[src/rtl/prog_seq_gen_pkg.sv]
// Shared types and constants for the programmable sequence generator.
package prog_seq_gen_pkg;

  typedef enum logic [1:0] {
    ST_IDLE = 2'd0,
    ST_RUN  = 2'd1,
    ST_DONE = 2'd2
  } state_e;

  localparam logic MODE_LOOP    = 1'b0;
  localparam logic MODE_ONESHOT = 1'b1;

  // Standard power-up sequence inherited from the fixed 8-bit generator.
  localparam logic [7:0] DEFAULT_SEQ [0:7] = '{
    8'hAF, 8'hBC, 8'hE2, 8'h78, 8'hFF, 8'hE2, 8'h0B, 8'h8D
  };

  // Default word for table entry i; indices past 7 wrap onto the 8-word sequence.
  function automatic logic [7:0] default_word(input int unsigned i);
    return DEFAULT_SEQ[i[2:0]];
  endfunction

endpackage

[src/rtl/prog_seq_table.sv]
// DEPTH x DATA_W pattern register file: one write port, one combinational read
// port, asynchronous reset to the standard sequence.
module prog_seq_table
  import prog_seq_gen_pkg::*;
#(
  parameter int DATA_W = 8,
  parameter int DEPTH  = 8,
  parameter int ADDR_W = $clog2(DEPTH)
) (
  input  logic              clk,
  input  logic              reset_n,
  input  logic              wr_en,
  input  logic [ADDR_W-1:0] wr_addr,
  input  logic [DATA_W-1:0] wr_data,
  input  logic [ADDR_W-1:0] rd_addr,
  output logic [DATA_W-1:0] rd_data
);

  logic [DATA_W-1:0] mem_q [DEPTH];
  logic [DATA_W-1:0] mem_d [DEPTH];

  // Next table contents: apply the write strobe, otherwise hold.
  always_comb begin
    mem_d = mem_q;
    if (wr_en) begin
      mem_d[wr_addr] = wr_data;
    end else begin
      mem_d = mem_q;
    end
  end

  // Table storage with reset to the default pattern.
  always_ff @(posedge clk or negedge reset_n) begin
    if (!reset_n) begin
      for (int i = 0; i < DEPTH; i++) begin
        mem_q[i] <= DATA_W'(default_word(i));
      end
    end else begin
      mem_q <= mem_d;
    end
  end

  // Write-through read: a write landing this cycle is visible to a reader
  // capturing on the same edge (start and write together play the new word).
  assign rd_data = mem_d[rd_addr];

endmodule

[src/rtl/prog_seq_gen.sv]
// Programmable pattern sequencer: plays a writable table as a valid/ready
// stream in loop or one-shot mode.
module prog_seq_gen
  import prog_seq_gen_pkg::*;
#(
  parameter int DATA_W = 8,
  parameter int DEPTH  = 8,
  parameter int ADDR_W = $clog2(DEPTH)
) (
  input  logic              clk,
  input  logic              reset_n,
  input  logic              enable,
  input  logic              start,
  input  logic              stop,
  input  logic              cfg_mode,
  input  logic [ADDR_W-1:0] cfg_last,
  input  logic              wr_en,
  input  logic [ADDR_W-1:0] wr_addr,
  input  logic [DATA_W-1:0] wr_data,
  output logic [DATA_W-1:0] data,
  output logic              valid,
  input  logic              ready,
  output logic              done,
  output logic              busy,
  output logic              wr_err
);

  localparam logic [ADDR_W-1:0] IDX_ZERO = '0;
  localparam logic [ADDR_W-1:0] IDX_ONE  = ADDR_W'(1'b1);

  state_e            state_q, state_d;
  logic [ADDR_W-1:0] idx_q, idx_d;
  logic [ADDR_W-1:0] last_q, last_d;
  logic              mode_q, mode_d;
  logic [DATA_W-1:0] data_q, data_d;
  logic              valid_q, valid_d;
  logic              done_q, done_d;
  logic              busy_q, busy_d;
  logic              wr_err_q, wr_err_d;

  logic              accept_s;
  logic              at_last_s;
  logic              tbl_wr_s;
  logic [ADDR_W-1:0] rd_addr_s;
  logic [DATA_W-1:0] rd_data_s;

  assign accept_s  = valid_q && ready && enable;
  assign at_last_s = (idx_q == last_q);
  assign tbl_wr_s  = wr_en && (state_q == ST_IDLE);

  prog_seq_table #(
    .DATA_W (DATA_W),
    .DEPTH  (DEPTH),
    .ADDR_W (ADDR_W)
  ) u_table (
    .clk     (clk),
    .reset_n (reset_n),
    .wr_en   (tbl_wr_s),
    .wr_addr (wr_addr),
    .wr_data (wr_data),
    .rd_addr (rd_addr_s),
    .rd_data (rd_data_s)
  );

  // Read address: the word that will be presented after the next transition.
  always_comb begin
    if (state_q == ST_RUN && !at_last_s) begin
      rd_addr_s = idx_q + IDX_ONE;
    end else begin
      rd_addr_s = IDX_ZERO;
    end
  end

  // FSM state register plus index, config and output registers.
  always_ff @(posedge clk or negedge reset_n) begin
    if (!reset_n) begin
      state_q  <= ST_IDLE;
      idx_q    <= IDX_ZERO;
      last_q   <= IDX_ZERO;
      mode_q   <= MODE_LOOP;
      data_q   <= '0;
      valid_q  <= 1'b0;
      done_q   <= 1'b0;
      busy_q   <= 1'b0;
      wr_err_q <= 1'b0;
    end else begin
      state_q  <= state_d;
      idx_q    <= idx_d;
      last_q   <= last_d;
      mode_q   <= mode_d;
      data_q   <= data_d;
      valid_q  <= valid_d;
      done_q   <= done_d;
      busy_q   <= busy_d;
      wr_err_q <= wr_err_d;
    end
  end

  // Next-state logic; enable gates every transition except the DONE pulse exit.
  always_comb begin
    state_d = state_q;
    case (state_q)
      ST_IDLE: begin
        if (start && enable) begin
          state_d = ST_RUN;
        end else begin
          state_d = ST_IDLE;
        end
      end
      ST_RUN: begin
        if (enable && stop) begin
          state_d = ST_IDLE;
        end else if (accept_s && at_last_s && (mode_q == MODE_ONESHOT)) begin
          state_d = ST_DONE;
        end else begin
          state_d = ST_RUN;
        end
      end
      ST_DONE: state_d = ST_IDLE;
      default: state_d = ST_IDLE;
    endcase
  end

  // Datapath/output next values: index stepping, word fetch, valid handshake.
  always_comb begin
    idx_d    = idx_q;
    last_d   = last_q;
    mode_d   = mode_q;
    data_d   = data_q;
    valid_d  = valid_q;
    done_d   = (state_d == ST_DONE);
    busy_d   = (state_d != ST_IDLE);
    wr_err_d = wr_en && (state_q != ST_IDLE);
    case (state_q)
      ST_IDLE: begin
        if (start && enable) begin
          idx_d   = IDX_ZERO;
          last_d  = cfg_last;
          mode_d  = cfg_mode;
          data_d  = rd_data_s;
          valid_d = 1'b1;
        end else begin
          valid_d = 1'b0;
        end
      end
      ST_RUN: begin
        if (enable && stop) begin
          valid_d = 1'b0;
        end else if (accept_s) begin
          if (!at_last_s) begin
            idx_d  = idx_q + IDX_ONE;
            data_d = rd_data_s;
          end else if (mode_q == MODE_LOOP) begin
            idx_d  = IDX_ZERO;
            data_d = rd_data_s;
          end else begin
            valid_d = 1'b0;
          end
        end else begin
          valid_d = valid_q;
        end
      end
      ST_DONE: valid_d = 1'b0;
      default: valid_d = 1'b0;
    endcase
  end

  assign data   = data_q;
  assign valid  = valid_q;
  assign done   = done_q;
  assign busy   = busy_q;
  assign wr_err = wr_err_q;

endmodule

[config.mk]
export PLATFORM = sky130hd
export DESIGN_NAME = prog_seq_gen
export DESIGN_NICKNAME = d
export VERILOG_FILES = /design/src/rtl/prog_seq_gen_pkg.sv /design/src/rtl/prog_seq_table.sv /design/src/rtl/prog_seq_gen.sv
export SDC_FILE = /design/constraint.sdc
export NUM_CORES = 1
export LEC_CHECK = 0
export BUFFER_PORTS_ARGS = -buffer_cell sky130_fd_sc_hd__clkbuf_2
export CORE_UTILIZATION = 55
export CTS_CLUSTER_DIAMETER = 100
export CTS_CLUSTER_SIZE = 25
export DETAILED_ROUTE_END_ITERATION = 8
export PLACE_DENSITY = 0.78
export SYNTH_ARGS = -nofsm -noshare
export SYNTH_HDL_FRONTEND = slang
export SYNTH_SLANG_ARGS = --single-unit
[constraint.sdc]
create_clock -name clk -period 3.6 [get_ports clk]
set_input_delay 0.54 -clock clk [delete_from_list [all_inputs] [get_ports clk]]
set_output_delay 0.54 -clock clk [all_outputs]
set_load 0.02 [all_outputs]
Word-level counts from Yosys, hierarchy flattened --
Cells that the tools add are included.
Storage, ports and cells: logic and storage cells 81, output and inout bits 12, input bits 22, register bits 85
Operators by class: multiplexer cells 30, reductions and logical operators 18, order comparisons 3, equality and inequality tests 10, $add $sub $neg 1, bitwise logic cells 2
Operators with widths (count):
- $bwmux W64 | 1
- $mux W64 | 1
- $mux W8 | 8
- $bmux W8 S3 | 1
- $demux W8 S3 | 1
- $mux W3 | 6
- $pmux W8 S2 | 1
- $logic_and A1 B1 Y1 | 10
- $ne A3 B2 Y1 const B | 3
- $ge A4 B4 Y1 const B | 2
- $not A3 Y4 | 2
- $mux W1 | 6
- $pmux W3 S2 | 1
- $reduce_bool A2 Y1 | 3
- $reduce_and A5 Y1 | 1
- $lt A4 B1 Y1 const B | 1
- $mux W2 | 2
- $ne A2 B2 Y1 const B | 2
- $pmux W2 S2 | 1
- $add A3 B1 Y3 const B | 1
- $eq A3 B3 Y1 | 1
- $ne A3 B3 Y1 const B | 1
- $reduce_and A3 Y1 | 1
- $eq A2 B1 Y1 const B | 1
- 6 further kinds | 6

Longest topological paths before layout --
depth in word-level cells 15, depth in mapped cells 7, mapped depth without buffers 6

By module --
From an unflattened synthesis, not the netlist that was laid out.
Second synthesis, totals: cells, all modules 279, area, all modules 3843.7 um2
Modules (own cells, without submodules):
- prog_seq_table | area each 2887.8 um2, cells each 198, instances 1, sequential area each 1649.1 um2
- prog_seq_gen | area each 955.9 um2, cells each 81, instances 1, sequential area each 525.5 um2

Worst setup path before layout --
OpenSTA, ideal clock, no wires.
kind input -> register, from input port wr_addr[1], to register data_q[6], in the netlist data[6], cell stages on the path 7, setup slack 1.345 ns, required time 3.465 ns, data arrival time 2.120 ns, setup time 0.135 ns, path buffers 1, cells stage by stage nor4b_2 -> and3_1 -> buf_2 -> mux2_2 -> mux2_2 -> a22oi_1 -> o211ai_1
RTL lines:
- from (decl) | RTL line prog_seq_gen.sv:18 | input logic [ADDR_W-1:0] wr_addr,
- to (signal assigned) | RTL line prog_seq_gen.sv:91 | data_q <= data_d;
- to (decl) | RTL line prog_seq_gen.sv:35 | logic [DATA_W-1:0] data_q, data_d;

==> flow_metrics.tcl <==
set metrics [dict create \
    groute.usage.overall 0.235 \
    viasPerCell 5.57 \
    cts_buffers 9 \
    total_leakage_power_nw 1.86 \
    synth.yosys.seq_area_share 0.557 \
    dpl.hpwl_mm 4.81 \
    path_clk_slew_ps 80 \
    synth_cells 271 \
    cts_max_level 3 \
    diodes 0 \
    post_cts_buffers 0 \
    postSynth.topFlopCell "sky130_fd_sc_hd__dfrtp_1" \
    result_of_the_run "finished, final reports clean" \
    worst-r2r-cell-count 6 \
    areaGrowthSynthToFinish_pct 11.0 \
    post_detailed_route_count_of_antenna_violating_nets 0 \
    die_area_um2 7440 \
    core_area_um2 6830 \
    placed_area_um2 4150 \
    fmax_mhz 398 \
    timing.critical_path.fanout_max 8 \
    rsz0062_at_grt "no" \
    finalHoldWorstSlack_ps 326 \
    tritoncts_clock_tree "done" \
    cellPowerDensity_nw_per_um2 776 \
    yosys-top-cells-area "sky130_fd_sc_hd__dfrtp_1, sky130_fd_sc_hd__dfstp_2, sky130_fd_sc_hd__mux2_2" \
    post_synth.cell_area_avg_um2 14.4 \
    wl_met3_um 164 \
    detail_route.wirelength.met1_mm 3.57 \
    cts-root-buf "sky130_fd_sc_hd__clkbuf_8" \
    final_hold_viol_count 0 \
    top_signal_layer_used "met4" \
    pin_count_of_the_biggest_net_entering_global_routing 86 \
    hold_buffers_post_cts 0 \
    worst_slew_margin_rel 0.290 \
    max_cap_viol_count 0 \
    wire_length_of_the_first_global_routing_pass_mm 12.7 \
    worstHoldPathType "in -> async" \
    worst_ep_required_time_ps 3820 \
    totalWireLength_mm 7.81 \
    vias 2277 \
    final_design_area_no_fill_um2 4330 \
    grt-ovfl-total 0 \
    finalWorstPathRequiredPeriod_ps 2510 \
    met2WireLength_mm 3.94 \
    detail_route.iter0.violations 76 \
    period_share 0.698 \
    slew_viol_final 0 \
    chipHeight_um 86.2 \
    transition_at_the_pin_with_the_smallest_max_transition_slack_ps 1060 \
    regToRegSetupSlack_ps 1090 \
    fin_worst_skew_ps 12.6 \
    gp_congestion 0.711 \
    num-fill-cells 562 \
    route.detailed.drc 0 \
    clock-sinks 85 \
    number_of_global_route_vias_before_repair 2466 \
    synth.ff_latch_count 85 \
    max-clock-path-buffers 2 \
    yosysWarningCount 0 \
    postSynthNetCount 294 \
    nets 331 \
    top_level_i_o_count 34 \
    reg2reg_to "data[4]" \
    setup_violations 0 \
    synth-edff-count 0 \
    initial_core_util 0.571 \
    critPathCaptureType "flop" \
    wl_per_cell_um 19.1 \
    worstPathArrival_ps 2730 \
    irDropWorstVdd_mv 0.520 \
    top_area_cell_type_share_of_the_netlist_area 0.301 \
    dieWidth_um 86.2 \
    critical_path.startpoint_type "flop" \
    numPortBuffers 33 \
    asyncSetResetFlopFracSynth 1.00 \
    drive_gt1_frac 0.591 \
    worst-setup-path-type "reg -> reg" \
    antenna_found_initial 0 \
    synth_area_leader_cell "sky130_fd_sc_hd__dfrtp_1" \
    fin_tns_setup_ps 0 \
    count_of_cell_types_in_the_netlist 34 \
    cts.repair.resized 0 \
    reg2reg_from "state_q[0]" \
    worstSkewPairLatency_ps 360 \
    placementRows 30 \
    syn_area_um2 3900 \
    drt-pass1-iter-count 4 \
]
==> synthesized netlist by cell type (all sizes together) (3+ instances only) <==
| cell type | instances |
|---|---|
| a22oi | 8 |
| buf | 8 |
| dfrtp | 47 |
| dfstp | 38 |
| mux2 | 93 |
| mux2i | 16 |
| nand2 | 18 |
| nor2 | 4 |
| nor2b | 3 |
| nor3 | 5 |
| o211ai | 8 |
| xor2 | 4 |
==> metrics by stage <==
stage	std cells	power, mW	setup slack [ps]	util
after floorplan	271	2.46	1350	-
after global placement	393	2.69	982	0.608
after detailed placement	393	2.75	910	0.608
after CTS	409	3.38	1080	0.634
after global routing	409	3.56	979	0.634
final	409	3.36	1090	0.634
==> cell usage in the layout (no fill, tap or decap), types with 2 or more instances in the layout <==
cell and n:
sky130_fd_sc_hd__mux2_2 85, sky130_fd_sc_hd__dfrtp_1 47, sky130_fd_sc_hd__dfstp_2 38, sky130_fd_sc_hd__clkbuf_2 32
sky130_fd_sc_hd__nand2_1 17, sky130_fd_sc_hd__mux2i_1 16, sky130_fd_sc_hd__clkbuf_8 11, sky130_fd_sc_hd__mux2_4 8
sky130_fd_sc_hd__a22oi_1 8, sky130_fd_sc_hd__o211ai_1 8, sky130_fd_sc_hd__nor2_1 4, sky130_fd_sc_hd__xor2_1 4
sky130_fd_sc_hd__nor2b_1 3, sky130_fd_sc_hd__nor3_1 3, sky130_fd_sc_hd__clkinv_2 3, sky130_fd_sc_hd__buf_4 3
sky130_fd_sc_hd__and3_1 2, sky130_fd_sc_hd__nand3_1 2, sky130_fd_sc_hd__a21o_1 2, sky130_fd_sc_hd__o21ai_0 2
==> power by group <==
group / internal, mW / switching [mW] / total (mW)
clock: 0.285 / 0.338 / 0.623
combinational: 0.614 / 0.582 / 1.20
sequential: 1.41 / 0.135 / 1.54
==> sequential cells by signal (all words and copies together), names as in the netlist <==
signal	flops
busy	1
data	8
done	1
idx_q	3
last_q	3
mode_q	1
state_q	2
u_table.mem_q	64
valid	1
wr_err	1
==> area by class of cell <==
type,instances,area [µm²],area share
clock inverter,4,22.5,0.00520
clock buffer,12,155,0.0358
tap,96,120,0.0277
multi-input combinational,176,1670,0.386
timing repair buffer,35,183,0.0422
inverter,1,3.75,0.000867
sequential,85,2170,0.502
==> critical path: stages, from the launching register on <==
cell and delay (ps):
sky130_fd_sc_hd__dfrtp_1 420, sky130_fd_sc_hd__and4bb_1 350, sky130_fd_sc_hd__and3_1 630, sky130_fd_sc_hd__mux2_4 360, sky130_fd_sc_hd__mux2_2 270, sky130_fd_sc_hd__a22oi_1 210
sky130_fd_sc_hd__o211ai_1 130
==> worst max-delay path by stage <==
stage | startpoint | endpoint | slack [ps] | depth (start not counted)
finish | state_q[0] | data[4] | 1090 | 6
global route | state_q[0] | data[4] | 980 | 6
CTS | state_q[0] | data[1] | 1080 | 6
detailed placement | wr_addr[1] | data[1] | 910 | 7
global placement | wr_addr[1] | data[7] | 980 | 7
floorplan | wr_addr[1] | data[6] | 1350 | 7
==> kinds of logic (layout without fill, tap and decap cells) <==
| group | count (synthesis) | in the layout | synth area share |
|---|---|---|---|
| and+or+nand+nor | 39 | 39 | 0.0564 |
| buffers and inverters | 10 | 52 | 0.0144 |
| AOI/OAI and AO/OA | 23 | 23 | 0.0430 |
| DFF | 85 | 85 | 0.557 |
| xor gates and xnor gates | 4 | 4 | 0.00897 |
| muxes | 109 | 109 | 0.317 |
| adders and majority gates | 1 | 1 | 0.00320 |
==> metal layers <==
layer / vias up / GRT usage
li1: 1054 / -
met1: 1190 / 0.297
met2: 23 / 0.393
met3: 10 / 0.0457
met4: 0 / 0.111
met5: - / 0
Note: power is estimated with default switching activity, not from simulation.
